### src/rtl/latch_wr_arbiter.sv
// -----------------------------------------------------------------------------
// latch_wr_arbiter
//
// Round-robin write controller that shares one WIDTH-bit bank of gated D
// latches among NREQ requesters. Each granted transfer runs through three
// timed phases:
//   SETUP  - data is placed on lat_d and allowed to settle
//   ENABLE - the registered, glitch-free lat_e pulse opens the latches
//   HOLD   - data is kept stable after lat_e falls
// One IDLE cycle always separates consecutive transfers.
//
// Ports:
//   clk      system clock, rising edge
//   rst      asynchronous active-high reset
//   req      per-requester write request (level, only sampled in IDLE)
//   data_in  requester i data at bits [i*WIDTH +: WIDTH]
//   gnt      one-hot grant, held for the whole transfer
//   done     one-cycle completion pulse during the final HOLD cycle
//   lat_d    data to the latch bank d inputs
//   lat_e    enable to the latch bank e input
//   busy     high whenever the controller is not IDLE
// -----------------------------------------------------------------------------
module latch_wr_arbiter #(
    parameter int NREQ         = 4,
    parameter int WIDTH        = 8,
    parameter int SETUP_CYCLES = 1,
    parameter int EN_CYCLES    = 2,
    parameter int HOLD_CYCLES  = 1
) (
    input  logic                    clk,
    input  logic                    rst,
    input  logic [NREQ-1:0]         req,
    input  logic [NREQ*WIDTH-1:0]   data_in,
    output logic [NREQ-1:0]         gnt,
    output logic [NREQ-1:0]         done,
    output logic [WIDTH-1:0]        lat_d,
    output logic                    lat_e,
    output logic                    busy
);

    localparam int PTR_W = (NREQ > 1) ? $clog2(NREQ) : 1;

    // Each phase counter is loaded with (cycles - 1) on entry and the phase
    // ends on the edge where the counter reads zero.
    localparam logic [7:0] SETUP_LOAD = 8'(SETUP_CYCLES - 1);
    localparam logic [7:0] EN_LOAD    = 8'(EN_CYCLES - 1);
    localparam logic [7:0] HOLD_LOAD  = 8'(HOLD_CYCLES - 1);

    localparam logic [NREQ-1:0] ONE_HOT0 = NREQ'(1);

    typedef enum logic [1:0] {
        IDLE,
        SETUP,
        ENABLE,
        HOLD
    } state_t;

    state_t             state;
    logic [7:0]         cnt;
    logic [PTR_W-1:0]   ptr;

    logic               sel_valid;
    logic [PTR_W-1:0]   sel_idx;
    logic [PTR_W-1:0]   sel_next;
    logic [PTR_W-1:0]   cand;
    logic [WIDTH-1:0]   slice [NREQ];
    logic [WIDTH-1:0]   sel_data;

    // Split the flat data bus into one word per requester so the winner can
    // be selected with a narrow index.
    always_comb begin
        for (int k = 0; k < NREQ; k++) begin
            slice[k] = data_in[k*WIDTH +: WIDTH];
        end
    end

    // Round-robin search: scan upward from the pointer with wrap and keep
    // the first requester found. sel_next is the pointer value that gives
    // the requester after the winner top priority next time.
    always_comb begin
        sel_valid = 1'b0;
        sel_idx   = '0;
        sel_next  = '0;
        cand      = '0;
        for (int k = 0; k < NREQ; k++) begin
            cand = PTR_W'((int'(ptr) + k) % NREQ);
            if (!sel_valid && req[cand]) begin
                sel_valid = 1'b1;
                sel_idx   = cand;
                sel_next  = PTR_W'((int'(ptr) + k + 1) % NREQ);
            end
        end
        sel_data = slice[sel_idx];
    end

    // Transfer sequencer. Every output is a flop, so lat_e cannot glitch,
    // and the asynchronous reset drops lat_e and gnt immediately without
    // ever producing a done pulse.
    always_ff @(posedge clk or posedge rst) begin
        if (rst) begin
            state <= IDLE;
            cnt   <= '0;
            ptr   <= '0;
            gnt   <= '0;
            done  <= '0;
            lat_d <= '0;
            lat_e <= 1'b0;
            busy  <= 1'b0;
        end else begin
            case (state)
                IDLE: begin
                    if (sel_valid) begin
                        gnt   <= ONE_HOT0 << sel_idx;
                        lat_d <= sel_data;
                        ptr   <= sel_next;
                        cnt   <= SETUP_LOAD;
                        busy  <= 1'b1;
                        state <= SETUP;
                    end
                end

                SETUP: begin
                    if (cnt == 8'd0) begin
                        lat_e <= 1'b1;
                        cnt   <= EN_LOAD;
                        state <= ENABLE;
                    end else begin
                        cnt <= cnt - 8'd1;
                    end
                end

                ENABLE: begin
                    if (cnt == 8'd0) begin
                        lat_e <= 1'b0;
                        cnt   <= HOLD_LOAD;
                        state <= HOLD;
                        // A one-cycle hold phase is also its final cycle.
                        if (HOLD_LOAD == 8'd0) begin
                            done <= gnt;
                        end
                    end else begin
                        cnt <= cnt - 8'd1;
                    end
                end

                HOLD: begin
                    if (cnt == 8'd0) begin
                        gnt   <= '0;
                        done  <= '0;
                        busy  <= 1'b0;
                        state <= IDLE;
                    end else begin
                        cnt <= cnt - 8'd1;
                        // Entering the last hold cycle.
                        if (cnt == 8'd1) begin
                            done <= gnt;
                        end
                    end
                end

                default: begin
                    state <= IDLE;
                end
            endcase
        end
    end

endmodule

### config.mk
export PLATFORM = sky130hd
export DESIGN_NAME = latch_wr_arbiter
export DESIGN_NICKNAME = d
export VERILOG_FILES = /design/src/rtl/latch_wr_arbiter.sv
export SDC_FILE = /design/constraint.sdc
export NUM_CORES = 1
export LEC_CHECK = 0
export CORE_MARGIN = 1.5
export CORE_UTILIZATION = 45
export CTS_BUF_LIST = sky130_fd_sc_hd__clkbuf_8
export DETAILED_ROUTE_END_ITERATION = 7
export HOLD_SLACK_MARGIN = 0.08
export PLACE_DENSITY = 0.89
export SETUP_SLACK_MARGIN = 0.1
export SLEW_MARGIN = 15
export SYNTH_ARGS = -nofsm -noshare
export SYNTH_HDL_FRONTEND = slang
export SYNTH_SLANG_ARGS = --single-unit
### constraint.sdc
create_clock -name clk -period 2.12 [get_ports clk]
set_clock_uncertainty 0.2 [all_clocks]
set_input_delay 0.424 -clock clk [delete_from_list [all_inputs] [get_ports clk]]
set_output_delay 0.424 -clock clk [all_outputs]
set_load 0.01 [all_outputs]
[Word-level counts from Yosys, hierarchy flattened]
Index checks and enable logic that the tools add are counted.
Storage, ports and cells
  register bits: 30
  bits of input ports: 38
  output and inout bits: 18
  word-level logic and storage cells: 94
Operators by class
  $add $sub $neg: 7
  $lt $le $gt $ge: 5
  equal/unequal tests: 10
  shift-type cells: 1
  multiplexer cells: 45
  bitwise logic cells: 1
  reductions and logical operators: 17
Operators by type and width (count)
  two-way mux 8 bit: 6
  one-hot mux 8 bit (4 select lines): 1
  two-way mux 2 bit: 12
  two-way mux 4 bit: 5
  binary-select mux 8 bit (select 2 bit): 1
  one-hot mux 4 bit (2 select lines): 2
  < comparator 2 x 3 -> 1 bit (second input constant): 4
  two-way mux 1 bit: 11
  != test 2 bit (second input constant): 5
  AND reduction 3 bit: 3
  adder 2 x 1 -> 2 bit (second input constant): 4
  binary-select mux 1 bit (select 2 bit): 4
  equality test 8 x 1 -> 1 bit (second input constant): 1
  logical NOT 8 bit: 1
  one-hot mux 2 bit (4 select lines): 1
  subtractor 8 x 1 -> 8 bit (second input constant): 1
  nonzero test 2 bit: 3
  adder 2 bit (second input constant): 2
  equality test 2 bit (second input constant): 2
  one-hot mux 1 bit (2 select lines): 2
  AND reduction 2 bit: 2
  AND reduction 4 bit: 1
  << shifter 1 x 2 -> 4 bit (first input constant): 1
  >= comparator 3 bit (second input constant): 1
  other kinds (6): 10

[Depth between registers and ports, before layout]
Gate-level depths: netlist (run 1).
  word-level depth: 16
  mapped depth: 7
  mapped depth without buffers: 6

[Worst setup path after synthesis (run 1)]
Ideal clock, no wire load.
  path kind: reg-to-reg
  start: register state[0]
  end: register state[1]
  library setup time: 0.127 ns
  arrival: 1.736 ns
  required time: 1.793 ns
  path slack: 0.057 ns
  stages on the path, launching flop included: 6
  buffers on the path: 1
  clock period less this slack: 2.063 ns
  path through: dfrtp_1 > ha_1 > buf_2 > nor3_1 > o21a_1 > mux2_1
On the way
  cells in the longest elaborated chain, start to end: 3
  elaborated cells between the ends (all ways): 10
Ends and longest elaborated chain
  from (decl): line 58  | state_t state;
  from (signal assigned): line 101  | state <= IDLE;
  from (signal assigned): line 118  | state <= SETUP;
  from (signal assigned): line 126  | state <= ENABLE;
  equality test 2 x 1 -> 1 bit (tied with other cells): line 110  | case (state)
  != test 2 bit (no source line)
  AND reduction 4 bit (no source line)
Parallel ways exist; a longest one is shown, timed or not.
A chain may end at the register's enable or synchronous reset.

[Worst setup path after layout (run 1)]
  start: register cnt[1]
  end: register cnt[3]
On the way
  cells in the longest elaborated chain, start to end: 3
  elaborated cells between the ends (all ways): 8
Ends and longest elaborated chain
  from (decl): line 59  | logic [7:0] cnt;
  from (signal assigned): line 128  | cnt <= cnt - 8'd1;
  from (signal assigned): line 142  | cnt <= cnt - 8'd1;
  from (signal assigned): line 153  | cnt <= cnt - 8'd1;
  subtractor 8 x 1 -> 8 bit / logical NOT 8 bit (equally long branches)
  two-way mux 8 bit (tied with other cells): line 147  | if (cnt == 8'd0) begin
  one-hot mux 8 bit (4 select lines) / AND reduction 2 bit (equally long branches)
Parallel ways exist; a longest one is shown, timed or not. The select of a mux whose other input is x is not followed.

==> flow_metrics.py, run 1 <==
metrics = {
    "run_status": {
        "status": "finished clean",
    },
    "synth": {
        "synthTopCellsByCount": "30 x dfrtp_1, 15 x a21oi_1, 14 x nor2_1",
        "synth_area_leaders": "dfrtp_1 38%, ha_1 4.4%, a22o_1 4.0%, a21oi_1 3.8%, a41oi_1 3.5%",
        "synthDistinctLibCells": 50,
        "synth_top_area_share_pct": 37.71,
        "synth_top_area_cell": "dfrtp_1",
        "synth_most_common_cell": "dfrtp_1",
        "ys_seq_area_share_pct": 37.71,
        "synth-edff-count": 0,
        "syn_inst": 215,
        "synth_flop_cell": "dfrtp_1",
        "ys_ff_latch": 30,
        "syn_area_sq_mm": 0.001991,
        "syn_avg_cell_area_sq_um": 9.259,
        "synth_nets": 260,
        "async_flop_share_pct": 100.0,
        "yosysWarnings": 0,
    },
    "die": {
        "dieHeight_um": 69.51,
        "die_w_um": 69.51,
        "coreArea_sq_mm": 0.004294,
        "io_pins": 56,
        "start_util_pct": 46.36,
        "num_rows": 24,
        "die_area_sq_mm": 0.004832,
    },
    "hold_path": {
        "hold_path_startpoint": "done[1]",
        "hp-class": "reg -> reg",
    },
    "timing": {
        "post-route-period-util_pct": 94.36,
        "fin_tns_setup_ns": 0,
        "tightest_slew_ns": 0.4929,
        "setup_viol": 0,
        "layout_setup_ws_ns": 0.1197,
        "final-hold-violation-count": 0,
        "period_needed_ns": 2.000,
        "finalMaxSlewViolations": 0,
        "slew_headroom_pct": 67.03,
        "fmax_mhz": 499.9,
        "hold_slack_ns": 0.2998,
        "rsz0062_at_grt": "yes",
    },
    "detailed_routing": {
        "finalWirelength_um": 6586,
        "drc": 0,
        "viasPerCell": 6.303,
        "ant_nets": 0,
        "drtIter0Drc": 299,
        "routedWlPerCell_um": 18.66,
        "vias": 2225,
        "firstDrtPassIters": 5,
    },
    "clock_tree": {
        "numCtsBuffers": 5,
        "cts_num_sinks": 30,
        "clk_pin_slew_ns": 0.07,
        "clockBufferDepth": 2,
        "cts_root_buf": "clkbuf_8",
        "hold_buffers": 0,
        "cts_tree": "done",
        "h-tree-depth": 2,
        "clkLatencyLatePin_ns": 0.29,
    },
    "final_layout": {
        "fin_cells": 353,
        "layout.nets": 345,
        "fin_area_sq_mm": 0.003020,
        "drive_gt1_share_pct": 23.92,
        "syn_to_final_growth_pct": 51.73,
        "num_antenna_cells": 0,
        "n_fill_cell": 320,
    },
    "power": {
        "clockPowerShare_pct": 11.2,
        "p_leak_uw": 0.001244,
        "p_int_uw": 2436,
        "seq_power_share_pct": 24.3,
        "switchingPower_uw": 1905,
        "p_comb_share_pct": 64.5,
        "power_density_mw_per_mm2": 1437,
        "peakVddDrop_mv": 0.6470,
        "p_sw_share_pct": 43.87,
    },
    "global_routing": {
        "grt_use_total_pct": 24.60,
        "gr-total-overflow": 0,
        "grt_first_pass_wirelength_um": 9577,
        "antenna_found_initial": 0,
        "grt_max_degree": 31,
        "grt_pass1_vias": 2045,
    },
    "worst_setup_path": {
        "crit_start": "cnt[1]",
        "arrival_ns": 2.03,
        "crit_path_end_kind": "flop",
        "path_max_fanout": 5,
        "required_ns": 2.15,
        "worstReg2RegStart": "cnt[1]",
        "crit_path_start_kind": "flop",
        "worstSetupPathType": "reg -> reg",
    },
    "placed_design": {
        "gp_congestion": 0.9088,
        "dp_hpwl_um": 4240,
        "dp_worst_setup_slack_ns": -0.3202,
        "dp.cells": 337,
        "io_buffers": 55,
        "place_area_sq_mm": 0.002763,
    },
    "flow_run": {
        "maxCapViolCount": 0,
    },
}
[worst paths after layout]
| check | endpoint | slack, ns | cells past startpoint |
|---|---|---|---|
| min reg2reg | done[1] | 0.30 | 1 |
| min in group asynchronous | done[0] | 0.31 | 3 |
| min | done[1] | 0.30 | 1 |
| max reg2reg | cnt[3] | 0.12 | 7 |
| max | cnt[3] | 0.12 | 7 |
| max in group asynchronous | ptr[1] | 1.11 | 3 |
[layout make-up]
class                      instances  area [sq um]  share of cell area (%)
clock buffer                       6         82.58                   2.734
clock inverter                     2         8.758                  0.2900
inverter                          11         41.29                   1.367
multi-input combinational        161          1237                   40.97
sequential                        30         752.0                   24.90
tap                               52         65.06                   2.154
timing repair buffer              91         833.3                   27.59
[what timing repair did]
item / CTS / global route
endpoints found under the setup margin: 15 / 26
gates resized for setup: 8 / 19
buffers inserted: 0 / 8
pin swaps: 0 / 7
[layer usage]
layer / share of wire [%] / track usage [%] / vias to the layer above
li1: - / - / 997
met1: 38 / 32.28 / 1051
met2: 50 / 39.74 / 136
met3: 7.3 / 5.378 / 41
met4: 4.5 / 9.368 / 0
met5: 0 / 0 / -
[worst max-delay path, cell delays in order, from the launching register on]
cell and delay (ns):
dfrtp_1 0.37, inv_2 0.06, ha_1 0.20, nor4b_4 0.15, buf_4 0.16, a311oi_4 0.41, o311ai_0 0.26, nand3_1 0.12
[cell usage in the layout (no fill, tap or decap), drive strengths merged, types with 2 or more instances in the layout]
| cell | netlist | final |
|---|---|---|
| or2 | 2 | 2 |
| ha | 7 | 7 |
| nor4 | 3 | 3 |
| buf | 9 | 35 |
| nor3 | 6 | 6 |
| a22o | 9 | 9 |
| a211oi | 3 | 3 |
| nand3b | 2 | 2 |
| a22oi | 8 | 8 |
| nand3 | 4 | 4 |
| and3 | 2 | 2 |
| o21a | 3 | 3 |
| a41oi | 8 | 8 |
| nor3b | 2 | 2 |
| and2 | 2 | 2 |
| nor2 | 14 | 14 |
| clkbuf | 4 | 7 |
| nor2b | 3 | 3 |
| o21ai | 14 | 14 |
| or3b | 2 | 2 |
| clkdlybuf4s50 | 0 | 51 |
| dlygate4sd2 | 0 | 2 |
| nand2 | 8 | 8 |
| mux2 | 2 | 2 |
| a31oi | 10 | 10 |
| a311oi | 2 | 2 |
| dfrtp | 30 | 30 |
| o211ai | 8 | 8 |
| inv | 11 | 12 |
| nand2b | 9 | 9 |
| dlymetal6s2s | 0 | 2 |
| a21oi | 17 | 17 |
[sequential cells by signal, summed over array words and instances, names as in the netlist]
signal and count:
done 4, busy 1, cnt 8, gnt 4, lat_d 8, lat_e 1, ptr 2, state 2
[power groups by stage]
stage	clock network [uW]	registers (uW)	logic (uW)
floorplan	0	1060	1450
global placement	0	1030	2320
detailed placement	0	1040	2400
CTS	484	1040	2460
global route	509	1090	3010
finish	486	1050	2800
[cell families after synthesis]
kind of cell               count (synthesis)  share of synthesized area, %
AOI/OAI and AO/OA                         90                         33.00
adders and majority gates                  7                         4.400
buffers and inverters                     24                         5.028
DFF                                       30                         37.71
muxes                                      3                         1.823
and+or+nand+nor                           61                         18.04
[stage by stage]
stage	utilization [%]	total power [uW]
4_1_cts	66.81	3975
3_5_place_dp	64.34	3448
5_1_grt	70.34	4602
6_report	70.34	4341
2_1_floorplan	-	2510
3_3_place_gp	64.34	3351
(Power assumes the default switching activity.)
==> inputs of run 2 (changes only) <==
--- a/config.mk
+++ b/config.mk
@@ -10,7 +10,7 @@
 export CTS_BUF_LIST = sky130_fd_sc_hd__clkbuf_8
 export DETAILED_ROUTE_END_ITERATION = 7
 export HOLD_SLACK_MARGIN = 0.08
-export PLACE_DENSITY = 0.89
+export PLACE_DENSITY = 0.84
 export SETUP_SLACK_MARGIN = 0.1
 export SLEW_MARGIN = 15
 export SYNTH_ARGS = -nofsm -noshare
==> run 2 against run 1 <==
Against the previous run: critical path depth is 1 lower; die area did not move; via count shrank 12%; highest routed layer unchanged; non-clock buffer count shrank 11; largest cell class unchanged; worst hold slack improved by 0.0060 ns; critical path type unchanged; design area down 3.5%; utilization is 2.5 points lower; clock-buffer cell count shrank 1; power fell by 4.1%; combinational power fell by 8.6%; global-route usage fell by 0.76 points; sequential power is essentially flat.
==> flow_metrics.py, run 2 (synthesized netlist as in run 1, its figures left out) <==
metrics = {
    "power": {
        "power_density_mw_per_mm2": 1429,
        "peakVddDrop_mv": 0.6592,
        "switchingPower_uw": 1757,
        "p_comb_share_pct": 61.4,
        "p_leak_uw": 0.001175,
        "total_power_uw": 4163,
        "clockPowerShare_pct": 13.7,
        "p_sw_share_pct": 42.19,
        "p_int_uw": 2407,
        "seq_power_share_pct": 24.9,
    },
    "timing": {
        "rsz0062_at_grt": "yes",
        "tightest_slew_ns": 0.4733,
        "slew_headroom_pct": 68.38,
        "finalMaxSlewViolations": 0,
        "fmax_mhz": 501.4,
        "post-route-period-util_pct": 94.07,
        "period_needed_ns": 1.994,
        "final-hold-violation-count": 0,
        "setup_viol": 0,
        "fin_tns_setup_ns": 0,
    },
    "die": {
        "die_area_sq_mm": 0.004832,
        "io_pins": 56,
        "num_rows": 24,
        "die_w_um": 69.51,
        "dieHeight_um": 69.51,
        "coreArea_sq_mm": 0.004294,
        "start_util_pct": 46.36,
    },
    "clock_tree": {
        "numCtsBuffers": 5,
        "postCtsSetupBuffers": 0,
        "clk_pin_slew_ns": 0.07,
        "cts_root_buf": "clkbuf_8",
        "clockBufferDepth": 2,
        "clkLatencyLatePin_ns": 0.29,
        "h-tree-depth": 2,
        "cts_tree": "done",
        "cts_num_sinks": 30,
    },
    "global_routing": {
        "grt_pass1_vias": 1860,
        "grt_max_degree": 31,
        "gr-total-overflow": 0,
        "grt_first_pass_wirelength_um": 9135,
        "antenna_found_initial": 0,
        "grt_use_total_pct": 23.84,
    },
    "flow_run": {
        "maxCapViolCount": 0,
    },
    "detailed_routing": {
        "met1Wirelength_um": 2559,
        "wl_met3_um": 180,
        "ant_nets": 0,
        "top_layer_used": "met4",
        "met2_length_um": 2737,
        "viasPerCell": 5.716,
        "vias": 1955,
        "routedWlPerCell_um": 16.35,
        "firstDrtPassIters": 5,
        "drc": 0,
        "finalWirelength_um": 5591,
        "drtIter0Drc": 107,
    },
    "placed_design": {
        "place_area_sq_mm": 0.002740,
        "dp_hpwl_um": 4056,
        "io_buffers": 55,
        "gp_congestion": 0.8425,
        "dp.cells": 334,
    },
    "worst_setup_path": {
        "slowest_stage": "dfrtp_1",
        "reg2reg_depth": 6,
        "path_buf_inv": 1,
        "r2r_slack_ns": 0.13,
        "regToRegEndpoint": "done[0]",
        "required_ns": 2.09,
        "crit_path_end_kind": "flop",
        "worstReg2RegStart": "state[0]",
        "arrival_ns": 1.97,
        "path_max_fanout": 5,
        "cp_top_family": "simple AND/OR/NAND/NOR gates",
        "worstSetupPathType": "reg -> reg",
        "crit_path_start_kind": "flop",
        "cpPeakStageDelay_ns": 0.42,
        "path_cells": "inv_1, ha_2, nor2_1, nor4_1, nand2b_1, a22o_1",
    },
    "final_layout": {
        "reg_top3": "cnt (8), lat_d (8)",
        "fin_area_sq_mm": 0.002914,
        "layout_commonest_cell": "clkdlybuf4s50_1",
        "layout.nets": 334,
        "syn_to_final_growth_pct": 46.39,
        "drive_gt1_share_pct": 20.00,
        "final_util_pct": 67.86,
        "num_antenna_cells": 0,
        "layout_common_cells": "52 x clkdlybuf4s50_1, 30 x dfrtp_1, 24 x buf_4",
        "fin_cells": 342,
    },
    "run_status": {
        "status": "finished clean",
    },
    "hold_path": {
        "hp-class": "in -> async",
    },
}
run 2: worst max path at each step:
stage              from  endpoint  cells after the start
4_1_cts        state[0]  state[1]                      5
2_1_floorplan    cnt[0]  state[1]                      6
6_report       state[0]   done[0]                      6
3_3_place_gp     req[2]    ptr[1]                      5
3_5_place_dp     req[0]  lat_d[5]                      6
5_1_grt        state[0]   done[3]                      6
run 2: power groups by stage:
stage	registers [uW]	logic [uW]	clock network [uW]
after floorplan	1060	1450	0
after global placement	1020	2310	0
after detailed placement	1040	2370	0
after CTS	1030	2470	580
after global routing	1070	2790	606
final	1040	2560	571
run 2: metrics by stage:
stage | setup slack [ns] | hold slack (ns)
floorplan | 0.1192 | 0.3115
global placement | -0.2505 | 0.2865
detailed placement | -0.2926 | 0.2959
CTS | 0.1018 | 0.3121
global route | 0.03409 | 0.3254
finish | 0.1258 | 0.3058
run 2: per-layer routing:
layer	track usage, %	vias up
met3	4.651	11
met5	0	-
met2	39.64	45
met4	8.497	0
met1	30.93	931
li1	-	968
run 2: final cells by class:
class,count,area [sq um]
multi-input combinational,161,1210
sequential,30,750.7
tap,52,65.06
clock inverter,3,40.04
fill,338,1380
inverter,11,41.29
clock buffer,5,68.82
timing repair buffer,80,738.2
run 2: worst register-to-register path: cells and delay by family (launching register included):
family / cells / cell delay (ns)
adder cells (fa/ha/maj): 1 / 0.27
AND/OR/NAND/NOR: 3 / 0.61
AO/OA/AOI/OAI: 1 / 0.28
buffers and inverters: 1 / 0.11
flip-flops: 1 / 0.42
run 2: what timing repair did:
action / 4_1_cts / 5_1_grt
endpoints found under the setup margin: 15 / 21
gates resized for setup: 12 / 9
pin swaps: 1 / 2
hold buffers: 0 / 0
